## config.mk

```make
export PLATFORM = sky130hd
export DESIGN_NAME = serial_subtractor
export DESIGN_NICKNAME = d
export VERILOG_FILES = /design/src/rtl/serial_sub_pkg.sv /design/src/rtl/serial_subtractor_half_subtractor.sv /design/src/rtl/serial_subtractor.sv
export SDC_FILE = /design/constraint.sdc
export NUM_CORES = 1
export LEC_CHECK = 0
export CORE_ASPECT_RATIO = 0.7
export CORE_MARGIN = 5
export CORE_UTILIZATION = 49
export DETAILED_ROUTE_END_ITERATION = 6
export HOLD_SLACK_MARGIN = 0.03
export PLACE_DENSITY = 0.74
export SYNTH_ARGS = -nofsm -noshare
export SYNTH_HDL_FRONTEND = slang
export SYNTH_SLANG_ARGS = --single-unit
```

## constraint.sdc

```tcl
create_clock -name clk -period 1.7 [get_ports clk]
set_clock_uncertainty 0.2 [all_clocks]
set_input_delay 0.34 -clock clk [delete_from_list [all_inputs] [get_ports clk]]
set_output_delay 0.34 -clock clk [all_outputs]
set_load 0.01 [all_outputs]
```

## src/rtl/serial_sub_pkg.sv

```systemverilog
// Purpose: shared FSM state encoding and width helper for the bit-serial subtractor.
// Latency: n/a (types and constant functions only).
// Backpressure: n/a.
package serial_sub_pkg;

  typedef enum logic [1:0] {
    ST_IDLE  = 2'd0,
    ST_SHIFT = 2'd1,
    ST_DONE  = 2'd2
  } state_t;

  // Bits needed to count 0 .. n-1.
  function automatic int clog2(input int n);
    int r;
    r = 0;
    while ((1 << r) < n) begin
      r = r + 1;
    end
    return r;
  endfunction

endpackage

```

## src/rtl/serial_subtractor_half_subtractor.sv

```systemverilog
// Purpose: half-subtractor cell, d = x - y with borrow out (inverse of the half adder).
// Latency: combinational, zero cycles.
// Backpressure: none; pure logic.
module half_subtractor (
  input  logic x,
  input  logic y,
  output logic d,
  output logic bo
);

  assign d  = x ^ y;
  assign bo = ~x & y;

endmodule

```

## src/rtl/serial_subtractor.sv

```systemverilog
// Purpose: bit-serial WIDTH-bit subtractor diff = a - b, LSB first, one bit per clock;
//          optional signed-overflow output ovf when SERIAL_SUB_OVF_EN is defined.
// Latency: WIDTH busy cycles after the accept edge, then a one-cycle done pulse (WIDTH+2 per op incl. IDLE).
// Backpressure: start is only honoured in IDLE; starts seen while busy or in DONE are dropped, not queued.
module serial_subtractor
  import serial_sub_pkg::*;
#(
  parameter int WIDTH = 8
) (
  input  logic             clk,
  input  logic             rst,
  input  logic             start,
  input  logic [WIDTH-1:0] a,
  input  logic [WIDTH-1:0] b,
  output logic             busy,
  output logic             done,
  output logic [WIDTH-1:0] diff,
`ifdef SERIAL_SUB_OVF_EN
  output logic             ovf,
`endif
  output logic             borrow_out
);

  localparam int CW = (clog2(WIDTH) < 1) ? 1 : clog2(WIDTH);
  localparam logic [CW-1:0] CNT_LAST = CW'(WIDTH - 1);

  state_t           state_q, state_d;
  logic [WIDTH-1:0] sa_q, sa_d;
  logic [WIDTH-1:0] sb_q, sb_d;
  logic [WIDTH-2:0] res_q, res_d;
  logic [WIDTH-1:0] diff_q, diff_d;
  logic             borrow_q, borrow_d;
  logic             borrow_out_q, borrow_out_d;
  logic [CW-1:0]    cnt_q, cnt_d;

  logic             hs0_d, hs0_bo, hs1_bo;
  logic             bit_d, bit_bo;
  logic [WIDTH-1:0] res_cat;

`ifdef SERIAL_SUB_OVF_EN
  logic am_q, am_d;
  logic bm_q, bm_d;
  logic ovf_q, ovf_d;
`endif

  // Full-subtract cell: two half subtractors chained through the running borrow.
  half_subtractor u_hs0 (
    .x  (sa_q[0]),
    .y  (sb_q[0]),
    .d  (hs0_d),
    .bo (hs0_bo)
  );

  half_subtractor u_hs1 (
    .x  (hs0_d),
    .y  (borrow_q),
    .d  (bit_d),
    .bo (hs1_bo)
  );

  assign bit_bo = hs0_bo | hs1_bo;

  // New result bit enters from the MSB; the low WIDTH-1 bits are the ones already produced.
  assign res_cat = {bit_d, res_q};

  // State register and datapath flops; reset discards any in-flight operation.
  always_ff @(posedge clk) begin
    if (rst) begin
      state_q      <= ST_IDLE;
      sa_q         <= '0;
      sb_q         <= '0;
      res_q        <= '0;
      diff_q       <= '0;
      borrow_q     <= 1'b0;
      borrow_out_q <= 1'b0;
      cnt_q        <= '0;
`ifdef SERIAL_SUB_OVF_EN
      am_q         <= 1'b0;
      bm_q         <= 1'b0;
      ovf_q        <= 1'b0;
`endif
    end else begin
      state_q      <= state_d;
      sa_q         <= sa_d;
      sb_q         <= sb_d;
      res_q        <= res_d;
      diff_q       <= diff_d;
      borrow_q     <= borrow_d;
      borrow_out_q <= borrow_out_d;
      cnt_q        <= cnt_d;
`ifdef SERIAL_SUB_OVF_EN
      am_q         <= am_d;
      bm_q         <= bm_d;
      ovf_q        <= ovf_d;
`endif
    end
  end

  // Next-state logic: WIDTH shift cycles, then one DONE cycle back to IDLE.
  always_comb begin
    state_d = state_q;
    case (state_q)
      ST_IDLE:  if (start) state_d = ST_SHIFT;
      ST_SHIFT: if (cnt_q == CNT_LAST) state_d = ST_DONE;
      ST_DONE:  state_d = ST_IDLE;
      default:  state_d = ST_IDLE;
    endcase
  end

  // Datapath: load operands on accept, shift one bit per SHIFT cycle, publish on the last bit.
  always_comb begin
    sa_d         = sa_q;
    sb_d         = sb_q;
    res_d        = res_q;
    diff_d       = diff_q;
    borrow_d     = borrow_q;
    borrow_out_d = borrow_out_q;
    cnt_d        = cnt_q;
`ifdef SERIAL_SUB_OVF_EN
    am_d         = am_q;
    bm_d         = bm_q;
    ovf_d        = ovf_q;
`endif
    if (state_q == ST_IDLE && start) begin
      sa_d     = a;
      sb_d     = b;
      borrow_d = 1'b0;
      cnt_d    = '0;
`ifdef SERIAL_SUB_OVF_EN
      am_d     = a[WIDTH-1];
      bm_d     = b[WIDTH-1];
`endif
    end else if (state_q == ST_SHIFT) begin
      sa_d     = sa_q >> 1;
      sb_d     = sb_q >> 1;
      res_d    = res_cat[WIDTH-1:1];
      borrow_d = bit_bo;
      cnt_d    = cnt_q + CW'(1);
      if (cnt_q == CNT_LAST) begin
        diff_d       = res_cat;
        borrow_out_d = bit_bo;
`ifdef SERIAL_SUB_OVF_EN
        ovf_d        = (am_q ^ bm_q) & (am_q ^ bit_d);
`endif
      end
    end
  end

  // Moore outputs decoded from state; results come straight from the hold registers.
  always_comb begin
    busy       = (state_q == ST_SHIFT);
    done       = (state_q == ST_DONE);
    diff       = diff_q;
    borrow_out = borrow_out_q;
`ifdef SERIAL_SUB_OVF_EN
    ovf        = ovf_q;
`endif
  end

endmodule
```

==> summary.txt, run 1 <==
CTS
  • CTS Buf Count: 5
  • CTS tree: built
  • Maximum clock path buffer count: 2
  • CTS Root Cell: clkbuf_8
  • Clock-pin slew on the worst setup and hold paths: roughly 0.07 ns
  • CTS Hold Bufs: 0
  • Clock sinks: 38
  • Worst skew pair latency: 0.28 ns
  • H-tree depth: 2

STA
  • Setup violations, final: 0
  • Fin crit share: 0.975
  • Total negative slack: 0 ns
  • Min Clock Period, post-route: around 1.7 ns
  • Fin. Hold Viols: 0
  • Max Slew Vio Count: 0
  • Worst Tran Pin Value: roughly 0.45 ns
  • RSZ-0062 raised after global routing: true
  • Max_slew headroom: 0.698
  • Fmax: between 0.6 and 0.7 GHz

Logic synthesis
  • Count leader, synth: dfxtp_1
  • Post-synthesis cell type count: 24
  • Dominant cell type by area after synthesis: dfxtp_1
  • Post-synth ARST share: 0
  • Area contributors post-synth: dfxtp_1 (52%), o221ai_1 (8.3%), nor2_1 (8.1%), a21oi_1 (6.4%), nand2_1 (5.6%)
  • Syn Inst Count: 170
  • Register bit total from synthesis: 38
  • Commonest cells post-synth: dfxtp_1 (38), nor2_1 (32), nand2_1 (22)
  • Mapped Area: 1480 um^2
  • Synth warn: 0
  • Area share of the largest cell type after synthesis: 0.516
  • Post-Syn Nets: 192
  • Seq/Total Area, Yosys: 0.516
  • EDFF count, synth: 0
  • Syn_area_per_cell: roughly 8.7 um^2
  • Ys flop type: dfxtp_1

Finish
  • Area grow syn2layout: 30.6%
  • Ant diodes: 0
  • Storage cell area: ~760 um^2
  • Area of the multi-input gates: between 600 and 700 um^2
  • Nets: between 200 and 250
  • Fill cells: approximately 230
  • Layout cell share with drive strength beyond 1: 0.103

Global route
  • Initial antenna violation count: 0
  • Total track usage: 0.171
  • First-pass GRT wire length: ~5600 um
  • Total grt overflow: 0
  • Vias in the first global route: between 1k and 1.5k
  • Pin count of the biggest net entering global routing: 25

Power and ir drop
  • Power Density: roughly 920 nW/um^2
  • LEAKAGE: roughly 0.84 nW
  • Peak supply drop: 0.514 mV
  • Tot Pwr: about 1.8 mW

Routing
  • Final WL: 3220 um
  • Mean number of vias per cell: around 5.4
  • 1st-pass router iterations: 4
  • ANT nets after route: 0
  • Drc violations: 0
  • DR iter-0 viols: ~140
  • Wire length per cell: ~13 um
  • Via count: approximately 1.3k

Die
  • Die Wd: between 70 and 80 um
  • Placeable Area: roughly 2800 um^2
  • Row Count: 16
  • I/O pin cnt: 30
  • Total Die Area: ~4200 um^2
  • Chip height: 55.9 um
  • Initial Utilization: 0.519

Critical path
  • CP Class: in2reg
  • Arr. time, crit path: 1.63 ns
  • CP max FO: 8
  • WP data required: between 1.5 and 2 ns
  • Setup crit end kind: flop
  • Critical path launch point type: input port

Job
  • # Max-Cap Violations: 0

Placement
  • HPWL Detailed: approximately 2200 um
  • GP Congestion: around 0.8
  • I/O Buffers: 29

Run status
  • Status: finished clean

Hold path
  • HP Class: reg2reg
-- registers in the layout, summed over array words and instances, names as in the netlist --
signal / cells
res_q: 7
borrow_q: 1
cnt_q: 3
state_q: 2
borrow_out: 1
sb_q: 8
diff: 8
sa_q: 8
-- metal layers --
layer | up-vias | track usage | share of wire
li1 | 656 | - | -
met1 | 599 | 0.246 | 0.48
met2 | 41 | 0.226 | 0.44
met3 | 7 | 0.0542 | 0.061
met4 | 0 | 0.0773 | 0.021
met5 | - | 0 | 0
-- per-stage QoR --
stage	hold WS, ns	instance area [um^2]	worst slack [ns]	instances	utilization
floorplan	0.237	1480	0.143	170	-
global placement	0.243	1820	-0.195	232	0.639
detailed placement	0.248	1820	-0.251	232	0.639
CTS	0.258	1900	0.000905	240	0.669
global route	0.267	1930	-0.0473	240	0.678
finish	0.251	1930	0.0423	240	0.678
-- final timing paths --
check | cells past startpoint | from | endpoint | slack (ns)
max | 5 | start | sb_q[4] | 0.04
min | 2 | diff[2] | diff[2] | 0.25
max reg2reg | 5 | state_q[1] | sb_q[4] | 0.12
min reg2reg | 2 | diff[2] | diff[2] | 0.25
-- area by class of cell --
| type | instances | area share |
|---|---|---|
| tap | 36 | 0.0234 |
| sequential | 38 | 0.396 |
| clock buffer | 7 | 0.0448 |
| timing repair buffer | 39 | 0.195 |
| inverter | 4 | 0.00779 |
| clock inverter | 1 | 0.00260 |
| multi-input combinational | 115 | 0.331 |
-- power by group --
| part | internal, mW | leakage, nW | switching [mW] |
|---|---|---|---|
| logic | 0.0990 | 0.483 | 0.0968 |
| registers | 0.932 | 0.311 | 0.0254 |
| clock network | 0.327 | 0.0482 | 0.293 |
| total | 1.36 | 0.843 | 0.416 |
-- cells in the final DEF, fill, tap and decap left out, drive strengths merged --
| cell | instances |
|---|---|
| dfxtp | 38 |
| nor2 | 32 |
| nand2 | 22 |
| a21oi | 19 |
| clkdlybuf4s50 | 18 |
| o221ai | 14 |
| buf | 10 |
| nand3 | 8 |
| clkbuf | 7 |
| dlymetal6s2s | 6 |
| inv | 4 |
| dlygate4sd2 | 4 |
| nand3b | 3 |
| nor2b | 2 |
| o21ai | 2 |
| a22oi | 2 |
| a211oi | 2 |
| ha | 2 |
| nand2b | 1 |
| or3b | 1 |
| o21ba | 1 |
| o21bai | 1 |
| a2bb2oi | 1 |
| a311oi | 1 |
| fa | 1 |
| clkinv | 1 |
| clkdlybuf4s15 | 1 |
-- critical path, cell delays in order --
cell	delay, ns
clkdlybuf4s50_1	0.49
or3b_1	0.37
buf_4	0.18
o221ai_1	0.18
nor2_1	0.07
-- cells by family (layout without fill, tap and decap cells) --
logic type	count (synthesis)	after routing	synth area share
flip-flops	38	38	0.516
AO/OA/AOI/OAI	43	43	0.198
buffers and inverters	17	51	0.0568
AND/OR/NAND/NOR	69	69	0.198
adder cells (fa/ha/maj)	3	3	0.0305
-- repair_timing --
action	CTS	global route
buffers inserted	0	0
gates resized for setup	6	9
endpoints found under the setup margin	5	15
pin swaps	0	1
No activity file was read; power rests on OpenSTA's default activity.
==> inputs of run 2 (changes only) <==
--- a/config.mk
+++ b/config.mk
@@ -5,12 +5,14 @@
 export SDC_FILE = /design/constraint.sdc
 export NUM_CORES = 1
 export LEC_CHECK = 0
+export CAP_MARGIN = 25
 export CORE_ASPECT_RATIO = 0.7
 export CORE_MARGIN = 5
 export CORE_UTILIZATION = 49
 export DETAILED_ROUTE_END_ITERATION = 6
 export HOLD_SLACK_MARGIN = 0.03
 export PLACE_DENSITY = 0.74
+export SKIP_CTS_REPAIR_TIMING = 1
 export SYNTH_ARGS = -nofsm -noshare
 export SYNTH_HDL_FRONTEND = slang
 export SYNTH_SLANG_ARGS = --single-unit
==> summary.txt, run 2 (synthesis results as in run 1) <==
Die
  • Row Count: 16
  • Die Wd: 75.6 um
  • I/O pin cnt: 30
  • Placeable Area: ~2800 um^2
  • Total Die Area: between 4000 and 5000 um^2
  • Initial Utilization: 0.519
  • Chip height: around 56 um

Finish
  • Layout cell share with drive strength beyond 1: 0.0980
  • Layout Cells excl Fill: 240
  • Area grow syn2layout: 31.7%
  • Ant diodes: 0
  • Leading cell types in the layout, fill and taps excluded: dfxtp_1 (37), nor2_1 (32), nand2_1 (22)
  • Commonest non-fill, non-tap cell in the layout: dfxtp_1
  • Nets: between 200 and 250
  • Post-Layout Inst Area: slightly below 2000 um^2
  • Fin util: 0.684

Power and ir drop
  • Gate power share: 0.110
  • Switch share: 0.235
  • Tot Pwr: approximately 1.8 mW
  • Clk pwr share: 0.351
  • Peak supply drop: approximately 0.51 mV
  • Total internal power: between 1 and 1.5 mW
  • Reg power frac: 0.539
  • LEAKAGE: 0.910 nW
  • P_sw: about 0.42 mW
  • Power Density: slightly above 900 nW/um^2

Placement
  • GP Congestion: around 0.78
  • I/O Buffers: 29
  • Dpl cell area: around 1800 um^2
  • HPWL Detailed: roughly 2200 um
  • Dpl cells: 232

STA
  • Max_slew headroom: 0.712
  • Setup violations, final: 0
  • Worst Tran Pin Value: ~0.43 ns
  • Total negative slack: 0 ns
  • Max Slew Vio Count: 0
  • Fmax: 0.606 GHz
  • Fin. Hold Viols: 0
  • RSZ-0062 raised after global routing: true
  • Min Clock Period, post-route: between 1.5 and 2 ns
  • Fin crit share: 0.971

CTS
  • Clock sinks: 38
  • Worst skew pair latency: just under 0.3 ns
  • Maximum clock path buffer count: 2
  • CTS tree: built
  • H-tree depth: 2
  • Clock-pin slew on the worst setup and hold paths: about 0.070 ns
  • CTS Root Cell: clkbuf_8
  • CTS Buf Count: 5

Global route
  • First-pass GRT wire length: 5590 um
  • Initial antenna violation count: 0
  • Vias in the first global route: between 1k and 1.5k
  • Total grt overflow: 0
  • Total track usage: 0.171
  • Pin count of the biggest net entering global routing: 25

Critical path
  • Arr. time, crit path: 1.62 ns
  • Cells along the critical path: clkdlybuf4s50_1 > or3b_1 > buf_4 > o221ai_1 > nor2_1
  • CP max FO: 8
  • Critical path launch point type: input port
  • WP data required: between 1.5 and 2 ns
  • CP Class: in2reg
  • Setup crit end kind: flop
  • Slowest cell on the critical path: clkdlybuf4s50_1
  • Crit-path max cell delay: ~0.49 ns

Routing
  • DR iter-0 viols: 114
  • Mean number of vias per cell: between 5 and 6
  • Via count: 1283
  • ANT nets after route: 0
  • Final WL: approximately 3200 um
  • Drc violations: 0
  • 1st-pass router iterations: 4
  • Wire length per cell: about 13 um

Hold path
  • HP Class: reg2reg

Job
  • # Max-Cap Violations: 0

Run status
  • Status: finished clean
[run 2: cell types whose count changed in the layout (fill, tap and decap cells not counted), sizes merged]
cell | previous run | this run
clkdlybuf4s15 | 1 | 0
dlygate4sd2 | 4 | 0
dlymetal6s2s | 6 | 11
[run 2: final cells by class]
class	instances	area, um^2
fill	228	900
inverter	4	15.0
clock buffer	7	86.3
sequential	38	762
tap	36	45.0
multi-input combinational	115	637
timing repair buffer	39	393
clock inverter	1	5.00
[run 2: worst paths after layout]
check	start	to	slack, ns	cells after the start
max	start	sb_q[4]	0.05	5
min	diff[2]	diff[2]	0.25	2
max reg2reg	state_q[1]	sb_q[4]	0.12	5
min reg2reg	diff[2]	diff[2]	0.25	2
[run 2: power groups by stage]
stage | clock (mW) | sequential [mW] | combinational, mW
after floorplan | 0 | 0.968 | 0.123
after global placement | 0 | 0.974 | 0.188
after detailed placement | 0 | 0.976 | 0.195
after CTS | 0.635 | 0.956 | 0.195
after global routing | 0.673 | 0.960 | 0.222
final | 0.622 | 0.957 | 0.195
[run 2: critical path: cells and delay by family]
kind / cells / cell delay, ns
buffers and inverters: 2 / 0.67
and+or+nand+nor: 2 / 0.44
AOI/OAI and AO/OA: 1 / 0.18
[run 2: routing by layer]
metal	up-vias	GRT usage	wire, um
li1	657	-	-
met1	589	0.246	1540
met2	30	0.226	1420
met3	7	0.0542	175
met4	0	0.0773	63
met5	-	0	0
[run 2: per-stage QoR]
step	worst slack (ns)	hold slack, ns
4_1_cts	-0.318	0.258
3_5_place_dp	-0.251	0.248
3_3_place_gp	-0.195	0.243
2_1_floorplan	0.143	0.237
5_1_grt	-0.0473	0.267
6_report	0.0499	0.251
